[src/rtl/serial_adder_n_if.sv]
// Operand/result bundle for the digit-serial adder, with a start/busy/done handshake.
// The controller drives the master side and the adder sits on the slave side.
interface serial_adder_n_if #(
    parameter int WIDTH = 16
);
    logic             start;
    logic             sub;
    logic             cin;
    logic [WIDTH-1:0] a;
    logic [WIDTH-1:0] b;
    logic             busy;
    logic             done;
    logic [WIDTH-1:0] s;
    logic             cout;
    logic             ovf;

    modport master (
        output start, sub, cin, a, b,
        input  busy, done, s, cout, ovf
    );

    modport slave (
        input  start, sub, cin, a, b,
        output busy, done, s, cout, ovf
    );
endinterface

[src/rtl/serial_adder_n.sv]
// Digit-serial adder/subtractor: DIGIT bits per clock, LSB digit first, linked by a carry flop.
// Subtraction runs as a + ~b + 1, so a final carry of 1 means no borrow.
module serial_adder_n #(
    parameter int WIDTH = 16,
    parameter int DIGIT = 4
) (
    input  logic            clk_i,
    input  logic            rst_i,
    serial_adder_n_if.slave bus
);
    localparam int N  = WIDTH / DIGIT;
    localparam int CW = (N > 1) ? $clog2(N) : 1;

    typedef enum logic {IDLE, RUN} state_e;

    state_e           state_q, state_d;
    logic [WIDTH-1:0] opA_q, opA_d;
    logic [WIDTH-1:0] opB_q, opB_d;
    logic [WIDTH-1:0] acc_q, acc_d;
    logic [WIDTH-1:0] s_q, s_d;
    logic [CW-1:0]    cnt_q, cnt_d;
    logic             carry_q, carry_d;
    logic             cout_q, cout_d;
    logic             ovf_q, ovf_d;
    logic             done_q, done_d;

    logic [DIGIT-1:0] sumDigit;
    logic             digitCout;
    logic             msbCarryIn;

    // Ripple chain over the current low digit; the carry into its top cell is kept for overflow.
    always_comb begin
        logic c;
        c          = carry_q;
        sumDigit   = '0;
        msbCarryIn = 1'b0;
        for (int i = 0; i < DIGIT; i++) begin
            if (i == DIGIT - 1) begin
                msbCarryIn = c;
            end
            sumDigit[i] = opA_q[i] ^ opB_q[i] ^ c;
            c = (opA_q[i] & opB_q[i]) | (c & (opA_q[i] ^ opB_q[i]));
        end
        digitCout = c;
    end

    always_comb begin
        state_d = state_q;
        opA_d   = opA_q;
        opB_d   = opB_q;
        acc_d   = acc_q;
        s_d     = s_q;
        cnt_d   = cnt_q;
        carry_d = carry_q;
        cout_d  = cout_q;
        ovf_d   = ovf_q;
        done_d  = 1'b0;

        case (state_q)
            IDLE: begin
                if (bus.start) begin
                    opA_d   = bus.a;
                    opB_d   = bus.b ^ {WIDTH{bus.sub}};
                    carry_d = bus.sub ? 1'b1 : bus.cin;
                    cnt_d   = '0;
                    acc_d   = '0;
                    state_d = RUN;
                end
            end
            RUN: begin
                // Operands shift down so the active digit is always at bit 0; sums enter from the top.
                opA_d   = opA_q >> DIGIT;
                opB_d   = opB_q >> DIGIT;
                acc_d   = (acc_q >> DIGIT) | (WIDTH'(sumDigit) << (WIDTH - DIGIT));
                carry_d = digitCout;
                cnt_d   = cnt_q + CW'(1);
                if (cnt_q == CW'(N - 1)) begin
                    s_d     = acc_d;
                    cout_d  = digitCout;
                    ovf_d   = digitCout ^ msbCarryIn;
                    done_d  = 1'b1;
                    state_d = IDLE;
                end
            end
            default: state_d = IDLE;
        endcase
    end

    always_ff @(posedge clk_i) begin
        if (rst_i) begin
            state_q <= IDLE;
            opA_q   <= '0;
            opB_q   <= '0;
            acc_q   <= '0;
            s_q     <= '0;
            cnt_q   <= '0;
            carry_q <= 1'b0;
            cout_q  <= 1'b0;
            ovf_q   <= 1'b0;
            done_q  <= 1'b0;
        end else begin
            state_q <= state_d;
            opA_q   <= opA_d;
            opB_q   <= opB_d;
            acc_q   <= acc_d;
            s_q     <= s_d;
            cnt_q   <= cnt_d;
            carry_q <= carry_d;
            cout_q  <= cout_d;
            ovf_q   <= ovf_d;
            done_q  <= done_d;
        end
    end

    assign bus.busy = (state_q == RUN);
    assign bus.done = done_q;
    assign bus.s    = s_q;
    assign bus.cout = cout_q;
    assign bus.ovf  = ovf_q;
endmodule

[src/flat_wrapper.sv]
// flat-port wrapper written by rule: the top's interface ports become plain ports
module serial_adder_n_flat 
#(
    parameter int WIDTH = 16,
    parameter int DIGIT = 4
)
  (clk_i, rst_i, bus_start, bus_sub, bus_cin, bus_a, bus_b, bus_busy, bus_done, bus_s, bus_cout, bus_ovf);
  serial_adder_n_if #(.WIDTH(WIDTH)) bus_i ();
  input  logic clk_i;
  input  logic rst_i;
  input wire logic [$bits(bus_i.start)-1:0] bus_start;
  input wire logic [$bits(bus_i.sub)-1:0] bus_sub;
  input wire logic [$bits(bus_i.cin)-1:0] bus_cin;
  input wire logic [$bits(bus_i.a)-1:0] bus_a;
  input wire logic [$bits(bus_i.b)-1:0] bus_b;
  output wire logic [$bits(bus_i.busy)-1:0] bus_busy;
  output wire logic [$bits(bus_i.done)-1:0] bus_done;
  output wire logic [$bits(bus_i.s)-1:0] bus_s;
  output wire logic [$bits(bus_i.cout)-1:0] bus_cout;
  output wire logic [$bits(bus_i.ovf)-1:0] bus_ovf;
  assign bus_i.start = bus_start;
  assign bus_i.sub = bus_sub;
  assign bus_i.cin = bus_cin;
  assign bus_i.a = bus_a;
  assign bus_i.b = bus_b;
  assign bus_busy = bus_i.busy;
  assign bus_done = bus_i.done;
  assign bus_s = bus_i.s;
  assign bus_cout = bus_i.cout;
  assign bus_ovf = bus_i.ovf;
  serial_adder_n #(.WIDTH(WIDTH), .DIGIT(DIGIT)) u_core (.clk_i(clk_i), .rst_i(rst_i), .bus(bus_i));
endmodule
[config.mk]
export PLATFORM = sky130hd
export DESIGN_NAME = serial_adder_n_flat
export DESIGN_NICKNAME = d
export VERILOG_FILES = /design/src/rtl/serial_adder_n_if.sv /design/src/rtl/serial_adder_n.sv /design/src/flat_wrapper.sv
export SDC_FILE = /design/constraint.sdc
export NUM_CORES = 1
export LEC_CHECK = 0
export BUFFER_PORTS_ARGS = -buffer_cell sky130_fd_sc_hd__buf_2
export CORE_ASPECT_RATIO = 0.7
export CORE_UTILIZATION = 35
export DETAILED_ROUTE_END_ITERATION = 10
export GPL_TIMING_DRIVEN = 0
export PLACE_DENSITY_LB_ADDON = 0.12
export SETUP_SLACK_MARGIN = 0.02
export SKIP_CTS_REPAIR_TIMING = 1
export SLEW_MARGIN = 20
export SYNTH_ARGS = -nofsm -noshare
export SYNTH_HDL_FRONTEND = slang
export SYNTH_SLANG_ARGS = --single-unit
[constraint.sdc]
create_clock -name clk_i -period 3.61 [get_ports clk_i]
set_clock_uncertainty 0.2 [all_clocks]
set_input_delay 0.5415 -clock clk_i [delete_from_list [all_inputs] [get_ports clk_i]]
set_output_delay 0.5415 -clock clk_i [all_outputs]
set_load 0.1 [all_outputs]
== After elaboration in Yosys (flattened, before gate mapping) ==
Cells that the tools add are included.
Storage, ports and cells
  flip-flop bits (word level): 71
  latch bits: 0
  RAM bits: 0
  memory bits (read-only): 0
  input port bits: 37
  output and inout port bits: 20
  logic and storage cells: 54
  memories kept: 0
Operators by class
  $add $sub $neg: 1
  multipliers: 0
  divide/modulo/power cells: 0
  order comparisons: 0
  eq/ne operators: 2
  shift operators: 0
  multiplexer cells: 15
  bitwise logic cells: 24
  reductions and logical operators: 2
Operator list (number)
  16-bit one-hot mux with 2 select lines: 3
  16-bit two-way mux: 3
  12-bit by 16-bit bitwise OR with 16-bit output: 1
  16-bit XOR: 1
  1-bit XOR: 9
  1-bit bitwise AND: 8
  1-bit two-way mux: 5
  1-bit bitwise OR: 4
  1-bit one-hot mux with 2 select lines: 2
  2-bit one-hot mux with 2 select lines: 1
  2-bit by 1-bit adder with 2-bit output (second input constant): 1
  2-bit equality test (second input constant): 1
  2-bit two-way mux: 1
  2-bit != test (second input constant): 1
  2-bit AND reduction: 1
  2-bit OR reduction: 1
  1-bit inverter: 1

== Longest topological paths before layout ==
Gate-level depths: netlist of run 1.
  depth in word-level cells: 10
  depth in mapped cells: 9

== Worst setup path before layout of run 1 ==
No wires, ideal clock.
  path kind: register -> register
  start point: register u_core.carry_q
  end point: register u_core.acc_q[15]
  setup time: 70 ps
  arrival: 2180 ps
  data required time: 3340 ps
  path slack: 1160 ps
  stages on the path, launching flop included: 10
  buffers on the path: 0
  period minus slack after synthesis: 2450 ps
  cell sequence: dfxtp_1 > inv_1 > fa_1 > inv_1 > fa_1 > fa_1 > inv_1 > fa_1 > nand2b_1 > a21oi_1
Between the ends
  cells in the longest elaborated chain, start to end: 9
RTL lines
  from (decl): RTL line serial_adder_n.sv:22  | logic carry_q, carry_d;
  from (signal assigned): RTL line serial_adder_n.sv:108  | carry_q <= carry_d;
  1-bit bitwise AND: RTL line serial_adder_n.sv:42  | c = (opA_q[i] & opB_q[i]) | (c & (opA_q[i] ^ opB_q[i]));
  1-bit bitwise OR: RTL line serial_adder_n.sv:42
  1-bit bitwise AND: RTL line serial_adder_n.sv:42
  1-bit bitwise OR: RTL line serial_adder_n.sv:42
  1-bit bitwise AND: RTL line serial_adder_n.sv:42
  1-bit bitwise OR: RTL line serial_adder_n.sv:42
  1-bit XOR: RTL line serial_adder_n.sv:41  | sumDigit[i] = opA_q[i] ^ opB_q[i] ^ c;
  12-bit by 16-bit bitwise OR with 16-bit output: RTL line serial_adder_n.sv:74  | acc_d = (acc_q >> DIGIT) | (WIDTH'(sumDigit) << (WIDTH - DIGIT));
  16-bit one-hot mux with 2 select lines: RTL line serial_adder_n.sv:59  | case (state_q)
  to (signal assigned): RTL line serial_adder_n.sv:94  | acc_q <= '0;
  to (signal assigned): RTL line serial_adder_n.sv:105  | acc_q <= acc_d;
  to (decl): RTL line serial_adder_n.sv:19  | logic [WIDTH-1:0] acc_q, acc_d;
No other way between the ends.
A chain may end at the register's enable or synchronous reset.

== Final worst setup path of run 1 ==
Same ends and word-level chain as after synthesis.

==> key figures, run 1 <==
Run status
  – Outcome: complete, but fails checks
  – Failing checks: design-rule violations

Global route
  – Total track usage: 16.6%
  – Vias in the first global route: slightly above 2k
  – Initial antenna violation count: 0
  – Gr ovfl total: 0
  – Largest net degree at the start of global routing: 12
  – First-pass GRT wire length: 11100 um

Clock tree
  – # H-tree levels: 3
  – CTS tree: yes
  – Worst-Skew Late Latency: about 0.32 ns
  – Clk slew on worst S/H paths: 0.06 ns
  – CTS max path bufs: 2
  – CTS Sinks: 67
  – CTS Buf Count: 9
  – Root Driver: clkbuf_16

Timing
  – Final worst setup slack: roughly 1.0 ns
  – Period Utilization, post-route: 71.3%
  – Min cycle time layout: 2.58 ns
  – FMAX: 388 MHz
  – Unrepaired setup endpoints after global routing: false
  – Final setup fails: 0
  – Slew @ Worst Pin: 0.580 ns
  – Final Max Slew Viols: 0
  – Setup TNS: 0 ns
  – Final hold vios: 0
  – Worst hold slack: roughly 0.26 ns
  – Slew HR: 61.4%

Yosys
  – Post-synth ARST share: 0%
  – Number of synthesized flops with an enable pin: 0
  – #FFs+latches synth: 67
  – Sequential area share after synthesis: roughly 46%
  – Mapped Cells: ~280
  – Top post-synthesis cells by area: dfxtp_1, mux2i_1, xnor2_1
  – Distinct cells, synth: 30
  – Cell Area, Synth: 2940 um2
  – Syn avg cell area: 10.4 um2
  – Ys Warns: 0
  – Synth Flop Type: dfxtp_1
  – Yosys top cell area share: between 40% and 50%
  – Synth area leader: dfxtp_1
  – Synth Net Count: about 320

Floorplanning
  – Core ar.: 8010 um2
  – I/O pin count: 57
  – Die area: 8770 um2
  – Die width: 112 um
  – Starting Density: a little under two fifths
  – Die H: between 70 and 80 um
  – Core Rows: 27

Routing
  – Post-Route WL: 6890 um
  – Drt first pass iters: 8
  – Detail Route Antenna Nets: 0
  – Vias per std cell: 4.86
  – DR DRC count: 5
  – DR vias: 2198
  – Initial DRC Count: around 160
  – Avg WL per Cell: 15.2 um

Pwr
  – Pwr dens: 499 nW/um2
  – VDD IR max: 233 uV
  – Leakage: 1.48 nW

Worst setup path
  – Arr. time, crit path: 2.63 ns
  – Worst reg2reg setup slack: 1.03 ns
  – Critical path peak fanout: 2
  – CP required: 3.66 ns
  – FF-to-FF End: u_core.acc_q[15]$_SDFFE_PP0P_
  – Worst r2r src: u_core.carry_q$_SDFFE_PP0P_
  – Critical Path End Type: flop
  – Worst-case reg-to-reg path depth: 9
  – CP Launch Type: flop
  – Critical path class: flop to flop

Worst hold path
  – WHS Path Cells: 3
  – Tightest Hold Check Type: input port to flop
  – Hold wc startpoint: bus_a[14]
  – WHS Endpoint: u_core.opA_q[14]$_SDFFE_PP0P_

Cells and area
  – Layout fillers: between 700 and 800
  – Multi-input gate area: between 1000 and 1500 um2
  – Finished layout cell area: 3610 um2
  – N_diodes: 0
  – Register area: between 1000 and 1500 um2
  – Area Overhead vs Synth: 22.9%
  – # nets final: 388
  – Layout cell share with drive strength beyond 1: about 28%

Flow run
  – Total of max-cap violations: 0

Placement
  – Hpwl dp: 5000 um
  – IO Port Bufs: 53
  – Area post-placement: between 3000 and 4000 um2
  – Placer Congestion: approximately 0.74
  – Post-place setup slack: 1.03 ns
how the worst max path moves through the flow:
| stage | startpoint | endpoint | slack (ns) | cells after the start |
|---|---|---|---|---|
| floorplan | u_core.carry_q$_SDFFE_PP0P_ | u_core.acc_q[15]$_SDFFE_PP0P_ | 1.16 | 9 |
| global placement | u_core.carry_q$_SDFFE_PP0P_ | u_core.bus.ovf$_SDFFE_PP0P_ | 1.05 | 9 |
| detailed placement | u_core.carry_q$_SDFFE_PP0P_ | u_core.acc_q[15]$_SDFFE_PP0P_ | 1.03 | 9 |
| CTS | u_core.carry_q$_SDFFE_PP0P_ | u_core.acc_q[15]$_SDFFE_PP0P_ | 1.00 | 9 |
| global route | u_core.carry_q$_SDFFE_PP0P_ | u_core.acc_q[15]$_SDFFE_PP0P_ | 0.89 | 9 |
| finish | u_core.carry_q$_SDFFE_PP0P_ | u_core.acc_q[15]$_SDFFE_PP0P_ | 1.03 | 9 |
cell usage after synthesis (2+ instances only):
cell       count
nand2b_1       4
o221ai_1      12
a21oi_1       14
buf_6          6
buf_4          7
clkbuf_1       2
or4b_1        12
dfxtp_1       67
xnor2_1       17
inv_1          8
a22o_1        15
buf_2         11
mux2i_1       16
nor2_1         9
nand2_1       23
nor2b_1       12
or3b_1        14
fa_1           4
o2bb2ai_1      3
a211oi_1      16
critical path: stages, from the launching register on:
cell and delay [ns]:
dfxtp_1 0.31, inv_1 0.07, fa_1 0.17, inv_1 0.05, fa_1 0.45, fa_1 0.47, inv_1 0.10, fa_1 0.41
nand2b_1 0.16, a21oi_1 0.12
layer usage:
layer	track usage (%)	routed length [um]	vias to the layer above
met2	20.8	2700	46
met4	4.86	34	0
met3	4.94	252	2
li1	-	-	1135
met1	26.0	3900	1015
met5	0	0	-
state kept, by name, summed over array words and instances (netlist names):
signal / count
u_core.bus.busy: 1
u_core.carry_q: 1
u_core.opB_q: 16
u_core.bus.s: 16
u_core.bus.cout: 1
u_core.cnt_q: 2
u_core.bus.done: 1
u_core.opA_q: 16
u_core.acc_q: 12
u_core.bus.ovf: 1
power breakdown:
| group | internal [W] | total, W | leakage (nW) | switching (W) |
|---|---|---|---|---|
| sequential | 0.000775 | 0.000796 | 0.547 | 0.0000208 |
| combinational | 0.0000911 | 0.000199 | 0.788 | 0.000108 |
| clock | 0.000497 | 0.000805 | 0.141 | 0.000309 |
metrics by stage:
step	std cells	util, %	power, W
finish	452	45.1	0.00180
global route	452	45.1	0.00189
CTS	452	45.1	0.00182
detailed placement	436	41.6	0.00101
global placement	436	41.6	0.00101
floorplan	282	-	0.000946
area by class of cell:
type	instances	area share, %
clock inverters	5	0.763
plain buffers	27	5.20
well taps	101	3.50
clock buffers	11	7.00
flip-flops and latches	67	37.2
repair buffers	53	7.35
inverters	9	0.936
multi-input cells	179	38.1
logic make-up (layout without fill, tap and decap cells):
group,after synthesis,in the layout,share of synthesized area [%]
simple gates,78,78,16.9
buf+inv,36,105,7.54
flops,67,67,45.7
xor+xnor,17,17,5.07
fa+ha+maj,5,5,3.15
mux,16,16,5.45
compound gates,63,63,16.3
layout by cell type, fill, tap and decap left out, types with 2 or more instances in the layout:
cell	instances
clkinv_2	4
inv_1	8
clkbuf_8	2
a211oi_1	16
buf_4	7
o2bb2ai_1	3
o221ai_1	12
or4b_1	12
dfxtp_1	67
a21oi_1	14
a22o_1	15
fa_1	4
buf_6	6
buf_2	64
clkbuf_1	2
mux2i_1	16
nand2b_1	4
or3b_1	14
nand2_1	23
clkbuf_16	9
nor2b_1	12
xnor2_1	17
nor2_1	9
Power figures use the tool's default switching activity.
==> run 2, diff against run 1 <==
--- a/config.mk
+++ b/config.mk
@@ -5,6 +5,7 @@
 export SDC_FILE = /design/constraint.sdc
 export NUM_CORES = 1
 export LEC_CHECK = 0
+export ABC_AREA = 1
 export BUFFER_PORTS_ARGS = -buffer_cell sky130_fd_sc_hd__buf_2
 export CORE_ASPECT_RATIO = 0.7
 export CORE_UTILIZATION = 35
==> constraint.sdc (replaced) <==
create_clock -name clk_i -period 2.2 [get_ports clk_i]
set_clock_uncertainty 0.2 [all_clocks]
set_input_delay 0.33 -clock clk_i [delete_from_list [all_inputs] [get_ports clk_i]]
set_output_delay 0.33 -clock clk_i [all_outputs]
set_load 0.1 [all_outputs]
==> run 2 against run 1 <==
Effect of this change: the flow finishes with violations (negative setup slack); cell count rose by 33%; setup slack got worse by 1.3 ns; sequential share of layout area fell by 1.2 points; die area rose by 1.8%; wire length rose by 6.4%; clock-buffer cell count rose by 1; global-route usage rose by 1.6 points; synthesized area rose by 1.8%; flip-flop and latch count did not move; largest cell class is now registers.
==> key figures, run 2 <==
Run status
  – Outcome: complete, but fails checks (unchanged)
  – Failing checks: negative setup slack (was design-rule violations)

Timing
  – FMAX: 407 MHz (was 388 MHz)
  – Final setup fails: 2 (was 0)
  – Unrepaired setup endpoints after global routing: true (was false)
  – Min cycle time layout: 2.46 ns (was 2.58 ns)
  – Setup TNS: -0.434 ns (was 0 ns)
  – Slew HR: 64.0% (was 61.4%)
  – Slew @ Worst Pin: 0.540 ns (was 0.580 ns)
  – Final Max Slew Viols: 0 (unchanged)
  – Final hold vios: 0 (unchanged)
  – Period Utilization, post-route: 112% (was 71.3%)
  – Final worst setup slack: -0.259 ns (was 1.03 ns)

Placement
  – Hpwl dp: 5480 um (was 5000 um)
  – Placer Congestion: 0.802 (was 0.736)
  – IO Port Bufs: 54 (was 53)

Yosys
  – Adder-cell share of the synthesized area: 3.09% (was 3.15%)
  – Synth Flop Type: dfxtp_1 (unchanged)
  – Xor/xnor cell area share of the yosys netlist: 0.293% (was 5.07%)
  – Portion of netlist area occupied by mux cells: 0% (was 5.45%)
  – Synth top cells by count: nand2_1, dfxtp_1, a21oi_1 (was dfxtp_1, nand2_1, xnor2_1)
  – Synth Net Count: 470 (was 324)
  – Ys Warns: 0 (unchanged)
  – Compound-Gate Fraction of Synth Area: 8.87% (was 16.3%)
  – Distinct cells, synth: 22 (was 30)
  – Number of synthesized flops with an enable pin: 0 (unchanged)
  – Yosys top cell area share: 44.8% (was 45.7%)
  – Post-Synth Simple-Gate Area: 31.1% (was 16.9%)
  – Sequential area share after synthesis: 44.8% (was 45.7%)
  – Most frequent cell after synthesis: nand2_1 (was dfxtp_1)
  – Post-synth ARST share: 0% (unchanged)
  – #FFs+latches synth: 67 (unchanged)
  – Synth area leader: dfxtp_1 (unchanged)
  – Mapped Cells: 428 (was 282)
  – Top post-synthesis cells by area: dfxtp_1, nand2_1, a21oi_1 (was dfxtp_1, mux2i_1, xnor2_1)
  – Combinational family with the most area after synthesis: simple AND/OR/NAND/NOR gates (unchanged)
  – Syn avg cell area: 6.99 um2 (was 10.4 um2)
  – Cell Area, Synth: 2990 um2 (was 2940 um2)

Floorplanning
  – Die area: 8930 um2 (was 8770 um2)
  – Die H: 79.4 um (was 78.7 um)
  – Core ar.: 8070 um2 (was 8010 um2)
  – Starting Density: 37.1% (was 36.7%)
  – I/O pin count: 57 (unchanged)
  – Core Rows: 27 (unchanged)
  – Die width: 113 um (was 112 um)

Clock tree
  – CTS Sinks: 67 (unchanged)
  – CTS tree: yes (unchanged)
  – Worst-Skew Late Latency: 0.32 ns (about the same)
  – Root Driver: clkbuf_16 (unchanged)
  – CTS Buf Count: 9 (unchanged)
  – # H-tree levels: 3 (unchanged)
  – CTS max path bufs: 2 (unchanged)
  – Clk slew on worst S/H paths: 0.05 ns (was 0.06 ns)

Worst hold path
  – Tightest Hold Check Type: input port to flop (unchanged)
  – WHS Path Cells: 3 (unchanged)

Worst setup path
  – Worst-case reg-to-reg path depth: 9 (unchanged)
  – Arr. time, crit path: 2.51 ns (was 2.63 ns)
  – CP Launch Type: flop (unchanged)
  – Critical Path End Type: flop (unchanged)
  – CP required: 2.25 ns (was 3.66 ns)
  – Critical path peak fanout: 2 (unchanged)
  – Critical path class: flop to flop (unchanged)

Global route
  – GRT met2 Usage: 26.7% (was 20.8%)
  – First-pass GRT wire length: 12600 um (was 11100 um)
  – Gr ovfl total: 0 (unchanged)
  – Most crowded layer after global routing: met2 (was met1)
  – Total track usage: 18.2% (was 16.6%)
  – Vias in the first global route: 2637 (was 2066)
  – Met3 Use GR: 4.58% (was 4.94%)
  – Largest net degree at the start of global routing: 12 (unchanged)
  – Met1 Resource Use GR: 26.1% (was 26.0%)
  – Initial antenna violation count: 0 (unchanged)

Routing
  – Drt first pass iters: 5 (was 8)
  – DR vias: 2775 (was 2198)
  – Detail Route Antenna Nets: 0 (unchanged)
  – Avg WL per Cell: 12.2 um (was 15.2 um)
  – Initial DRC Count: 143 (was 157)
  – Post-Route WL: 7330 um (was 6890 um)
  – DR DRC count: 0 (was 5)
  – Vias per std cell: 4.62 (was 4.86)

Cells and area
  – Layout fillers: 848 (was 779)
  – Layout cell share with drive strength beyond 1: 24.0% (was 27.6%)
  – Final Util: 46.3% (was 45.1%)
  – # nets final: 537 (was 388)
  – Area Overhead vs Synth: 25.1% (was 22.9%)
  – Most common cell after layout, fill and taps aside: nand2_1 (was dfxtp_1)
  – N_diodes: 0 (unchanged)
  – Commonest non-fill, non-tap cells in the layout: nand2_1, dfxtp_1, buf_2, a21oi_1, nand3_1 (was dfxtp_1, buf_2, nand2_1, xnor2_1)

Pwr
  – Leakage: 1.92 nW (was 1.48 nW)
  – Pwr dens: 819 nW/um2 (was 499 nW/um2)
  – VDD IR max: 406 uV (was 233 uV)

Flow run
  – Total of max-cap violations: 0 (unchanged)
[run 2: changes by cell type in the layout (fill, tap and decap cells not counted), sizes merged, moves of 4 or more]
cell / change
xnor2: -17
o21ai: +5
nand3: +47
nor2b: -12
inv: +42
a211oi: -16
mux2i: -16
o221ai: -12
a21oi: +33
a22o: -15
or4b: -12
nand2b: -4
or3b: -15
nand2: +147
[run 2: metal layers]
metal	vias up	part of all wire (%)
met5	-	0
met4	0	0.74
met3	5	4.5
met2	52	40
met1	1262	55
li1	1456	-
[run 2: cell families after synthesis]
| group | Yosys count |
|---|---|
| simple gates | 225 |
| buf+inv | 77 |
| compound gates | 53 |
| fa+ha+maj | 5 |
| flops | 67 |
| xor+xnor | 1 |
[run 2: power by group]
part / switching, W / internal, W / total [W]
Sequential: 0.0000290 / 0.00126 / 0.00129
Combinational: 0.000188 / 0.000119 / 0.000308
Clock: 0.000504 / 0.000965 / 0.00147
[run 2: final timing paths]
| check | startpoint | endpoint | slack, ns |
|---|---|---|---|
| hold reg to reg | u_core.acc_q[6]$_SDFFE_PP0P_ | u_core.bus.s[2]$_SDFFE_PP0P_ | 0.25 |
| setup reg to reg | u_core.opA_q[0]$_SDFFE_PP0P_ | u_core.acc_q[15]$_SDFFE_PP0P_ | -0.26 |
| setup / recovery | u_core.opA_q[0]$_SDFFE_PP0P_ | u_core.acc_q[15]$_SDFFE_PP0P_ | -0.26 |
| hold / removal | bus_a[12] | u_core.opA_q[12]$_SDFFE_PP0P_ | 0.05 |
[run 2: per-stage QoR]
step	setup WS [ns]	instances	power [W]	hold WS (ns)	area (um2)
floorplan	-0.0952	428	0.00151	0.219	3000
global placement	-0.282	583	0.00161	0.244	3400
detailed placement	-0.297	583	0.00161	0.238	3400
CTS	-0.314	599	0.00309	0.0442	3710
global route	-0.292	601	0.00319	0.0572	3740
finish	-0.259	601	0.00306	0.0518	3740
[run 2: cell type report]
class | count | area (um2) | share of cell area (%)
Clock inverter | 4 | 47.5 | 1.27
Tap cell | 101 | 126 | 3.38
Multi-Input combinational cell | 284 | 1320 | 35.2
Timing Repair Buffer | 56 | 285 | 7.63
Sequential cell | 67 | 1350 | 36.0
Buffer | 25 | 158 | 4.21
Inverter | 52 | 195 | 5.22
Clock buffer | 12 | 267 | 7.12
[run 2: critical path, cell delays in order (launching register included)]
cell and delay, ns:
dfxtp_2 0.34, inv_2 0.06, fa_2 0.19, inv_2 0.04, fa_2 0.33, fa_2 0.36, inv_2 0.06, fa_2 0.46
or2_1 0.24, a21oi_1 0.12
==> run 3, diff against run 2 <==
--- a/config.mk
+++ b/config.mk
@@ -6,10 +6,10 @@
 export NUM_CORES = 1
 export LEC_CHECK = 0
 export ABC_AREA = 1
-export BUFFER_PORTS_ARGS = -buffer_cell sky130_fd_sc_hd__buf_2
 export CORE_ASPECT_RATIO = 0.7
 export CORE_UTILIZATION = 35
 export DETAILED_ROUTE_END_ITERATION = 10
+export DONT_BUFFER_PORTS = 1
 export GPL_TIMING_DRIVEN = 0
 export PLACE_DENSITY_LB_ADDON = 0.12
 export SETUP_SLACK_MARGIN = 0.02
==> run 3 against run 2 <==
Effect of this change: the flow still finishes with violations (negative setup slack); global-route usage is essentially flat; worst hold slack lost 0.037 ns; clock-buffer cell count shrank 1; wire length shrank 1.5%; combinational power shrank 14%; cell count shrank 8.7%; via count shrank 7.8%.
==> key figures, run 3 (synthesis gave the netlist of run 2 again) <==
Worst setup path
  – FF-to-FF End: u_core.acc_q[15]$_SDFFE_PP0P_ (unchanged)
  – CP startpoint: u_core.opA_q[0]$_SDFFE_PP0P_ (unchanged)
  – Crit-path max cell delay: 0.46 ns (about the same)
  – Worst reg2reg setup slack: -0.25 ns (was -0.26 ns)
  – Arr. time, crit path: 2.51 ns (about the same)
  – Worst path top cell family by delay: adder cells (unchanged)
  – Worst path most repeated cell: fa_2 (unchanged)
  – CP max-delay cell: fa_2 (unchanged)
  – Critical-path cell list: inv_2, fa_2, inv_2, fa_2, fa_2, inv_2, fa_2, or2_1, a21oi_2 (was inv_2, fa_2, inv_2, fa_2, fa_2, inv_2, fa_2, or2_1, a21oi_1)
  – Buf/Inv on CP: 3 (unchanged)
  – Critical path peak fanout: 2 (unchanged)
  – Worst-case reg-to-reg path depth: 9 (unchanged)
  – CP required: 2.26 ns (was 2.25 ns)
  – Critical path class: flop to flop (unchanged)
  – CP Launch Type: flop (unchanged)
  – Critical Path End Type: flop (unchanged)
  – Worst r2r src: u_core.opA_q[0]$_SDFFE_PP0P_ (unchanged)

Global route
  – Total track usage: 18.2% (about the same)
  – Largest net degree at the start of global routing: 12 (unchanged)
  – Vias in the first global route: 2549 (was 2637)
  – First-pass GRT wire length: 12400 um (was 12600 um)
  – Gr ovfl total: 0 (unchanged)
  – Initial antenna violation count: 0 (unchanged)

Floorplanning
  – Die width: 113 um (unchanged)
  – Die H: 79.4 um (unchanged)
  – Core ar.: 8070 um2 (unchanged)
  – Starting Density: 37.1% (unchanged)
  – Die area: 8930 um2 (unchanged)
  – I/O pin count: 57 (unchanged)
  – Core Rows: 27 (unchanged)

Cells and area
  – Final Util: 42.8% (was 46.3%)
  – N_diodes: 0 (unchanged)
  – Commonest non-fill, non-tap cells in the layout: nand2_1, dfxtp_1, a21oi_1, nand3_1, inv_1 (was nand2_1, dfxtp_1, buf_2, a21oi_1, nand3_1)
  – # nets final: 486 (was 537)
  – Layout cell share with drive strength beyond 1: 13.6% (was 24.0%)
  – Finished layout cell area: 3460 um2 (was 3740 um2)
  – Most common cell after layout, fill and taps aside: nand2_1 (unchanged)
  – Area Overhead vs Synth: 15.6% (was 25.1%)
  – Layout fillers: 849 (was 848)
  – Fin cells: 549 (was 601)

Routing
  – Initial DRC Count: 88 (was 143)
  – Avg WL per Cell: 13.1 um (was 12.2 um)
  – Vias per std cell: 4.66 (was 4.62)
  – DR vias: 2559 (was 2775)
  – DR DRC count: 0 (unchanged)
  – Post-Route WL: 7220 um (was 7330 um)
  – Drt first pass iters: 4 (was 5)
  – Detail Route Antenna Nets: 0 (unchanged)

Timing
  – Final Max Slew Viols: 0 (unchanged)
  – Unrepaired setup endpoints after global routing: true (unchanged)
  – Period Utilization, post-route: 111% (was 112%)
  – Worst hold slack: 0.0150 ns (was 0.0518 ns)
  – Final setup fails: 3 (was 2)
  – Final worst setup slack: -0.250 ns (was -0.259 ns)
  – Slew HR: 33.7% (was 64.0%)
  – Slew @ Worst Pin: 0.993 ns (was 0.540 ns)
  – Final hold vios: 0 (unchanged)
  – Min cycle time layout: 2.45 ns (was 2.46 ns)
  – FMAX: 408 MHz (was 407 MHz)

Pwr
  – Pwr dens: 825 nW/um2 (was 819 nW/um2)
  – Leakage: 1.65 nW (was 1.92 nW)
  – VDD IR max: 339 uV (was 406 uV)

Placement
  – Post-place setup slack: -0.276 ns (was -0.297 ns)
  – Hpwl dp: 5370 um (was 5480 um)
  – Placed insts: 529 (was 583)
  – Placer Congestion: 0.747 (was 0.802)
  – Area post-placement: 3130 um2 (was 3400 um2)
  – IO Port Bufs: 0 (was 54)

Clock tree
  – Root Driver: clkbuf_16 (unchanged)
  – Clk slew on worst S/H paths: 0.06 ns (was 0.05 ns)
  – CTS Buf Count: 9 (unchanged)
  – CTS Sinks: 67 (unchanged)
  – CTS max path bufs: 2 (unchanged)
  – CTS tree: yes (unchanged)
  – Worst-Skew Late Latency: 0.33 ns (was 0.32 ns)
  – # H-tree levels: 3 (unchanged)

Run status
  – Outcome: complete, but fails checks (unchanged)
  – Failing checks: negative setup slack (unchanged)

Worst hold path
  – Hold wc startpoint: bus_b[14] (was bus_a[12])
  – WHS Endpoint: u_core.opB_q[14]$_SDFFE_PP0P_ (was u_core.opA_q[12]$_SDFFE_PP0P_)
  – WHS Path Cells: 3 (unchanged)
  – Tightest Hold Check Type: input port to flop (unchanged)

Flow run
  – Total of max-cap violations: 0 (unchanged)
run 3: cell types whose count changed in the layout (fill, tap and decap cells not counted), moves of 2 or more:
cell and change:
buf_2 -54, clkbuf_8 -2, clkinvlp_4 +2, dlygate4sd3_1 +4
run 3: how the worst max path moves through the flow:
stage / endpoint / slack (ns) / cells past startpoint
after floorplan: u_core.acc_q[15]$_SDFFE_PP0P_ / -0.1 / 9
after global placement: u_core.acc_q[15]$_SDFFE_PP0P_ / -0.26 / 9
after detailed placement: u_core.acc_q[15]$_SDFFE_PP0P_ / -0.28 / 9
after CTS: u_core.acc_q[15]$_SDFFE_PP0P_ / -0.29 / 9
after global routing: u_core.acc_q[15]$_SDFFE_PP0P_ / -0.36 / 9
final: u_core.acc_q[15]$_SDFFE_PP0P_ / -0.25 / 9
run 3: metrics by stage:
stage                     power [W]  setup TNS [ns]
final                       0.00285          -0.426
after global routing        0.00298          -0.891
after CTS                   0.00287           -1.59
after detailed placement    0.00158           -1.56
after global placement      0.00157           -1.28
after floorplan             0.00151         -0.0952
run 3: power by group:
part | internal [W] | switching [W] | total [W]
clock network | 0.000784 | 0.000506 | 0.00129
registers | 0.00126 | 0.0000392 | 0.00130
logic | 0.000101 | 0.000163 | 0.000264
total | 0.00214 | 0.000708 | 0.00285
run 3: cell type report:
type	count	area, um2	share of cell area [%]
buffer	25	158	4.56
tap	101	126	3.66
sequential	67	1350	38.9
multi-input combinational	284	1320	38.0
inverter	52	195	5.65
clock buffer	11	243	7.02
timing repair buffer	5	47.5	1.38
clock inverter	4	27.5	0.796
run 3: worst register-to-register path: stages (launching register included):
cell and delay [ns]:
dfxtp_2 0.33, inv_2 0.06, fa_2 0.19, inv_2 0.04, fa_2 0.33, fa_2 0.36, inv_2 0.07, fa_2 0.46
or2_1 0.24, a21oi_2 0.11
run 3: metal layers:
| layer | wire length, um | up-vias | GRT usage (%) | share of wire [%] |
|---|---|---|---|---|
| met3 | 451 | 2 | 6.56 | 6.3 |
| li1 | - | 1358 | - | - |
| met1 | 3840 | 1144 | 24.6 | 53 |
| met5 | 0 | - | 0 | 0 |
| met2 | 2900 | 55 | 27.2 | 40 |
| met4 | 26 | 0 | 4.80 | 0.36 |
